--- config.mk ---
export PLATFORM = sky130hd
export DESIGN_NAME = alu_issue
export DESIGN_NICKNAME = d
export VERILOG_FILES = /design/src/rtl/alu_issue.sv
export SDC_FILE = /design/constraint.sdc
export NUM_CORES = 1
export LEC_CHECK = 0
export BUFFER_PORTS_ARGS = -buffer_cell sky130_fd_sc_hd__clkbuf_2
export CAP_MARGIN = 15
export CORE_MARGIN = 2
export CORE_UTILIZATION = 48
export DETAILED_ROUTE_END_ITERATION = 12
export HOLD_SLACK_MARGIN = 0.05
export PLACE_DENSITY_LB_ADDON = 0.12
export SYNTH_ARGS = -nofsm -noshare
export SYNTH_HDL_FRONTEND = slang
export SYNTH_SLANG_ARGS = --single-unit
--- constraint.sdc ---
create_clock -name clk -period 1.9 [get_ports clk]
set_clock_uncertainty 0.1 [all_clocks]
set_input_delay 0.095 -clock clk [delete_from_list [all_inputs] [get_ports clk]]
set_output_delay 0.095 -clock clk [all_outputs]
set_load 0.02 [all_outputs]
--- src/rtl/alu_issue.sv ---
// Decode/issue stage: decodes RV64 ALU ops into operands/select and queues them in a 2-entry skid buffer.
// Latency: 1 cycle accept->out_valid, 1/cycle throughput. Backpressure: registered in_ready drops once both slots fill.
// ALU_ISSUE_MULDIV_EN adds mul (sel 2) / divu (sel 3) decode; undefined leaves those encodings illegal.
module alu_issue #(
    parameter int XLEN = 64
) (
    input  logic            clk,
    input  logic            rst_n,
    input  logic            flush,
    input  logic            in_valid,
    output logic            in_ready,
    input  logic [31:0]     inst,
    input  logic [XLEN-1:0] pc,
    input  logic [XLEN-1:0] rs1_val,
    input  logic [XLEN-1:0] rs2_val,
    output logic            out_valid,
    input  logic            out_ready,
    output logic [XLEN-1:0] alu_a,
    output logic [XLEN-1:0] alu_b,
    output logic [3:0]      alu_sel,
    output logic [4:0]      rd,
    output logic            wen,
    output logic            illegal
);

    typedef enum logic [1:0] {EMPTY, ONE, TWO} state_t;

    typedef struct packed {
        logic [XLEN-1:0] a;
        logic [XLEN-1:0] b;
        logic [3:0]      sel;
        logic [4:0]      rd;
        logic            wen;
        logic            illegal;
    } entry_t;

    localparam logic [6:0] OPC_LUI   = 7'h37;
    localparam logic [6:0] OPC_AUIPC = 7'h17;
    localparam logic [6:0] OPC_OPIMM = 7'h13;
    localparam logic [6:0] OPC_OP    = 7'h33;

    localparam logic [3:0] SEL_ADD = 4'd0,  SEL_SUB = 4'd1,  SEL_MUL = 4'd2,  SEL_DIV = 4'd3;
    localparam logic [3:0] SEL_AND = 4'd4,  SEL_OR  = 4'd5,  SEL_XOR = 4'd6,  SEL_LTU = 4'd8;
    localparam logic [3:0] SEL_SLL = 4'd11, SEL_SRL = 4'd12, SEL_SRA = 4'd13;

    state_t state_q, state_d;
    logic   in_ready_q, in_ready_d;
    entry_t head_q, head_d, tail_q, tail_d;
    entry_t dec;
    logic   dec_ill;
    logic   accept, pop;

    logic [6:0]      opcode;
    logic [2:0]      funct3;
    logic [6:0]      funct7;
    logic [5:0]      funct6;
    logic [XLEN-1:0] imm_i, imm_u, shamt_i, shamt_r;
    logic            unused_rs_fields;

    assign opcode  = inst[6:0];
    assign funct3  = inst[14:12];
    assign funct7  = inst[31:25];
    assign funct6  = inst[31:26];
    assign imm_i   = {{(XLEN-12){inst[31]}}, inst[31:20]};
    assign imm_u   = {{(XLEN-32){inst[31]}}, inst[31:12], 12'b0};
    assign shamt_i = {{(XLEN-6){1'b0}}, inst[25:20]};
    assign shamt_r = {{(XLEN-6){1'b0}}, rs2_val[5:0]};
    // Register specifiers are resolved upstream; only their values arrive here.
    assign unused_rs_fields = ^inst[19:15];

    always_comb begin
        dec     = '0;
        dec_ill = 1'b0;
        dec.rd  = inst[11:7];
        case (opcode)
            OPC_LUI:   dec.b = imm_u;
            OPC_AUIPC: begin
                dec.a = pc;
                dec.b = imm_u;
            end
            OPC_OPIMM: begin
                dec.a = rs1_val;
                dec.b = imm_i;
                case (funct3)
                    3'b000: dec.sel = SEL_ADD;
                    3'b100: dec.sel = SEL_XOR;
                    3'b110: dec.sel = SEL_OR;
                    3'b111: dec.sel = SEL_AND;
                    3'b011: dec.sel = SEL_LTU;
                    3'b001: begin
                        dec.b = shamt_i;
                        if (funct6 == 6'b000000) dec.sel = SEL_SLL;
                        else                     dec_ill = 1'b1;
                    end
                    3'b101: begin
                        dec.b = shamt_i;
                        if (funct6 == 6'b000000)      dec.sel = SEL_SRL;
                        else if (funct6 == 6'b010000) dec.sel = SEL_SRA;
                        else                          dec_ill = 1'b1;
                    end
                    default: dec_ill = 1'b1;
                endcase
            end
            OPC_OP: begin
                dec.a = rs1_val;
                dec.b = rs2_val;
                case ({funct7, funct3})
                    {7'h00, 3'b000}: dec.sel = SEL_ADD;
                    {7'h00, 3'b001}: begin dec.sel = SEL_SLL; dec.b = shamt_r; end
                    {7'h00, 3'b011}: dec.sel = SEL_LTU;
                    {7'h00, 3'b100}: dec.sel = SEL_XOR;
                    {7'h00, 3'b101}: begin dec.sel = SEL_SRL; dec.b = shamt_r; end
                    {7'h00, 3'b110}: dec.sel = SEL_OR;
                    {7'h00, 3'b111}: dec.sel = SEL_AND;
                    {7'h20, 3'b000}: dec.sel = SEL_SUB;
                    {7'h20, 3'b101}: begin dec.sel = SEL_SRA; dec.b = shamt_r; end
`ifdef ALU_ISSUE_MULDIV_EN
                    {7'h01, 3'b000}: dec.sel = SEL_MUL;
                    {7'h01, 3'b101}: dec.sel = SEL_DIV;
`endif
                    default: dec_ill = 1'b1;
                endcase
            end
            default: dec_ill = 1'b1;
        endcase
        // Illegal entries still flow downstream, but as a harmless add of zeros.
        if (dec_ill) begin
            dec.a   = '0;
            dec.b   = '0;
            dec.sel = '0;
        end
        dec.illegal = dec_ill;
        dec.wen     = ~dec_ill & (dec.rd != 5'd0);
    end

    assign accept = in_valid & in_ready_q;
    assign pop    = (state_q != EMPTY) & out_ready;

    always_comb begin
        state_d = state_q;
        head_d  = head_q;
        tail_d  = tail_q;
        case (state_q)
            EMPTY: if (accept) begin
                state_d = ONE;
                head_d  = dec;
            end
            ONE: begin
                if (accept && pop) begin
                    head_d = dec;
                end else if (accept) begin
                    state_d = TWO;
                    tail_d  = dec;
                end else if (pop) begin
                    state_d = EMPTY;
                end
            end
            TWO: if (pop) begin
                state_d = ONE;
                head_d  = tail_q;
            end
            default: state_d = EMPTY;
        endcase
        if (flush) state_d = EMPTY;
        in_ready_d = (state_d != TWO);
    end

    always_ff @(posedge clk or negedge rst_n) begin
        if (!rst_n) begin
            state_q    <= EMPTY;
            in_ready_q <= 1'b1;
            head_q     <= '0;
            tail_q     <= '0;
        end else begin
            state_q    <= state_d;
            in_ready_q <= in_ready_d;
            head_q     <= head_d;
            tail_q     <= tail_d;
        end
    end

    assign in_ready  = in_ready_q;
    assign out_valid = (state_q != EMPTY);
    assign alu_a     = head_q.a;
    assign alu_b     = head_q.b;
    assign alu_sel   = head_q.sel;
    assign rd        = head_q.rd;
    assign wen       = head_q.wen;
    assign illegal   = head_q.illegal;

endmodule

==> results.sh <==
export IMPL_fin_crit_sh=1.01
export IMPL_synth_enable_flop_cells=0
export IMPL_p_leak_nw=9.06
export IMPL_drv_cap=0
export IMPL_synth_seq_cells=281
export IMPL_syn_avg_cell_area_sq_um=9.14
export IMPL_ys_top_cells_by_area="dfrtp_1, a21oi_1, nand2_1, o22ai_1, nor2_1"
export IMPL_endpoint_kind="register"
export IMPL_rsz0062_at_grt="yes"
export IMPL_grt_ovfl_total=0
export IMPL_syn_nets=1673
export IMPL_yosys_area_top_type="dfrtp_1"
export IMPL_holdPathStages=4
export IMPL_max_slew_margin_rel=0.666
export IMPL_ant_nets=0
export IMPL_drc=0
export IMPL_rows=60
export IMPL_ir_worst_vdd_mv=0.704
export IMPL_swShare=0.295
export IMPL_wl_um=49000
export IMPL_via_count=14200
export IMPL_worstSetupPathType="reg -> reg"
export IMPL_max_freq_mhz=521
export IMPL_netlist_instances=1444
export IMPL_core_area_sq_um=27000
export IMPL_crit_required_ns=2.27
export IMPL_dr_pass1_iters=6
export IMPL_syn_area_sq_um=13200
export IMPL_critPathLaunchType="register"
export IMPL_first_global_vias=13600
export IMPL_htree_levels=1
export IMPL_timing_final_crit_period_ns=1.92
export IMPL_setup_violations=33
export IMPL_synth_top_area_frac=0.531
export IMPL_hold_viol=0
export IMPL_post_route_util=0.737
export IMPL_drv_slew=0
export IMPL_die_x_um=170
export IMPL_grt_pass1_wl_um=70600
export IMPL_comb_power_share=0.221
export IMPL_critPathMaxFanout=20
export IMPL_cts_root_buf="clkbuf_16"
export IMPL_cts_tree="done"
export IMPL_yosys_warnings=0
export IMPL_stdcell_count=2391
export IMPL_worst_hold_slack_ns=0.0630
export IMPL_postLayoutSetupSlackWorst_ns=-0.0207
export IMPL_yosysUniqueCellTypes=55
export IMPL_avgRoutedWirePerCell_um=20.5
export IMPL_start_util=0.490
export IMPL_ff2ff_path_depth=7
export IMPL_drive_above_1_share=0.295
export IMPL_antenna_found_initial=1
export IMPL_port_buffers=369
export IMPL_track_usage=0.303
export IMPL_dpl_cell_count=2083
export IMPL_synth_seq_area_share=0.533
export IMPL_clk_latency_ns=0.55
export IMPL_cts_buffer_depth=3
export IMPL_pwr_share_clk=0.360
export IMPL_area_growth_pct=50.5
export IMPL_dpl_worst_slack_ns=-0.229
export IMPL_power_density_nw_per_um2=808
export IMPL_num_nets_final=2253
export IMPL_dp_hpwl_um=26200
export IMPL_globalplace_congestion=0.888
export IMPL_avgViaCountPerCell=5.95
export IMPL_cellInternalPower_mw=11.3
export IMPL_grt_max_degree=81
export IMPL_hold_class="in -> reg"
export IMPL_die_y_um=170
export IMPL_die_area_sq_um=28800
export IMPL_p_sw_mw=4.73
export IMPL_status="complete, but fails checks"
export IMPL_cts_buffers=29
export IMPL_violations="negative setup slack"
export IMPL_crit_arrival_ns=2.29
export IMPL_drtIter0Drc=1384
export IMPL_total_power_mw=16.0
export IMPL_io_pins=370
export IMPL_cts_sinks=281
export IMPL_synth_ff_type="dfrtp_1"
export IMPL_worst_pin_slew_ns=0.501
export IMPL_p_seq_frac=0.419
export IMPL_path_clk_slew_ns=0.07
export IMPL_async_flop_share=1.00
cells in the final DEF, fill, tap and decap left out, types with 24 or more instances in the layout:
master	netlist	routed
a21oi_1	199	191
a41oi_1	33	31
buf_12	0	26
buf_4	1	47
clkbuf_16	0	36
clkbuf_2	0	367
dfrtp_1	280	280
dlygate4sd3_1	0	231
nand2_1	193	190
nor2_1	136	133
nor2b_1	69	66
o21ai_0	75	62
o21ai_1	14	24
o22ai_1	111	66
o22ai_2	0	40
o31ai_1	67	67
stage by stage:
stage / instance area, sq um / setup TNS [ns]
6_report: 19900 / -0.303
5_1_grt: 19900 / -3.98
4_1_cts: 19100 / 0
3_5_place_dp: 15800 / -36.05
3_3_place_gp: 15800 / -30.80
2_1_floorplan: 13200 / -0.458
sequential cells by signal, indices dropped and copies added, names as in the netlist:
register and count:
tail_q 139, state_q 2, wen 1, alu_a 64
illegal 1, rd 5, alu_sel 4, in_ready 1
alu_b 64
timing repair:
action                                  CTS  global route
pin swaps                                 0            31
endpoints found under the setup margin   32            94
hold buffers                            233             0
gates cloned                              0            14
resized for setup                         1            89
endpoints found under the hold margin   558             0
setup buffers                             0             5
power groups by stage:
stage                     clock network (mW)  logic [mW]  registers [mW]
after global placement                     0        2.78            6.81
final                                   5.77        3.54            6.73
after detailed placement                   0        2.83            6.81
after CTS                               5.83        3.27            6.71
after global routing                    6.06        3.79            6.76
after floorplan                            0        1.09            7.25
cells in the mapped netlist (3+ instances only):
| cell | n |
|---|---|
| buf_2 | 7 |
| clkbuf_1 | 121 |
| a22oi_1 | 6 |
| inv_1 | 5 |
| buf_6 | 9 |
| a22o_1 | 3 |
| a221o_1 | 19 |
| and3_1 | 20 |
| mux2_2 | 6 |
| o21ai_1 | 14 |
| nor2b_1 | 69 |
| nand2b_1 | 5 |
| nor3_1 | 8 |
| o31ai_1 | 67 |
| buf_1 | 3 |
| o22ai_1 | 111 |
| nand2_1 | 193 |
| a21oi_1 | 199 |
| nand3_1 | 5 |
| a41oi_1 | 33 |
| dfrtp_1 | 280 |
| a31oi_1 | 9 |
| nor2_1 | 136 |
| or3_1 | 4 |
| or2_2 | 3 |
| o21ai_0 | 75 |
worst paths after layout:
check	from	slack (ns)	to
worst max-delay path	in_ready$_DFF_PN1_	-0.02	alu_a[30]$_DFFE_PN0P_
worst min register to register	tail_q[38]$_DFFE_PN0P_	0.37	tail_q[38]$_DFFE_PN0P_
worst min-delay path	inst[30]	0.06	tail_q[10]$_DFFE_PN0P_
max in group asynchronous	rst_n	1.26	alu_a[63]$_DFFE_PN0P_
worst max register to register	in_ready$_DFF_PN1_	-0.02	alu_a[30]$_DFFE_PN0P_
min in group asynchronous	rst_n	0.08	alu_b[21]$_DFFE_PN0P_
area by class of cell:
class | count | area, sq um
Inverter | 5 | 18.8
Clock inverter | 13 | 119
Sequential cell | 281 | 7030
Antenna cell | 4 | 10.0
Clock buffer | 40 | 847
Fill cell | 1883 | 7090
Timing Repair Buffer | 689 | 5360
Tap cell | 341 | 427
Multi-Input combinational cell | 1018 | 6040
logic make-up (layout without fill, tap and decap cells):
logic type             Yosys count  count (layout)  share of synthesized area
multiplexers                     7               7                    0.00588
other                            0               4                          0
flip-flops                     281             281                      0.533
XOR/XNOR                         2               2                    0.00133
buffers and inverters          146             747                     0.0476
AND/OR/NAND/NOR                457             458                      0.156
AO/OA/AOI/OAI                  551             551                      0.257
layer usage:
metal,share of wire,GRT usage
met5,0,0
met1,0.39,0.395
met2,0.48,0.500
met4,0.045,0.130
met3,0.085,0.0560
worst max-delay path, cell delays in order, from the launching register on:
cell,delay (ns)
dfstp_2,0.57
nand2_2,0.07
or2_4,0.26
nor2_4,0.21
nand3_4,0.09
buf_12,0.17
buf_8,0.19
o22ai_1,0.18
(Power assumes the default switching activity.)
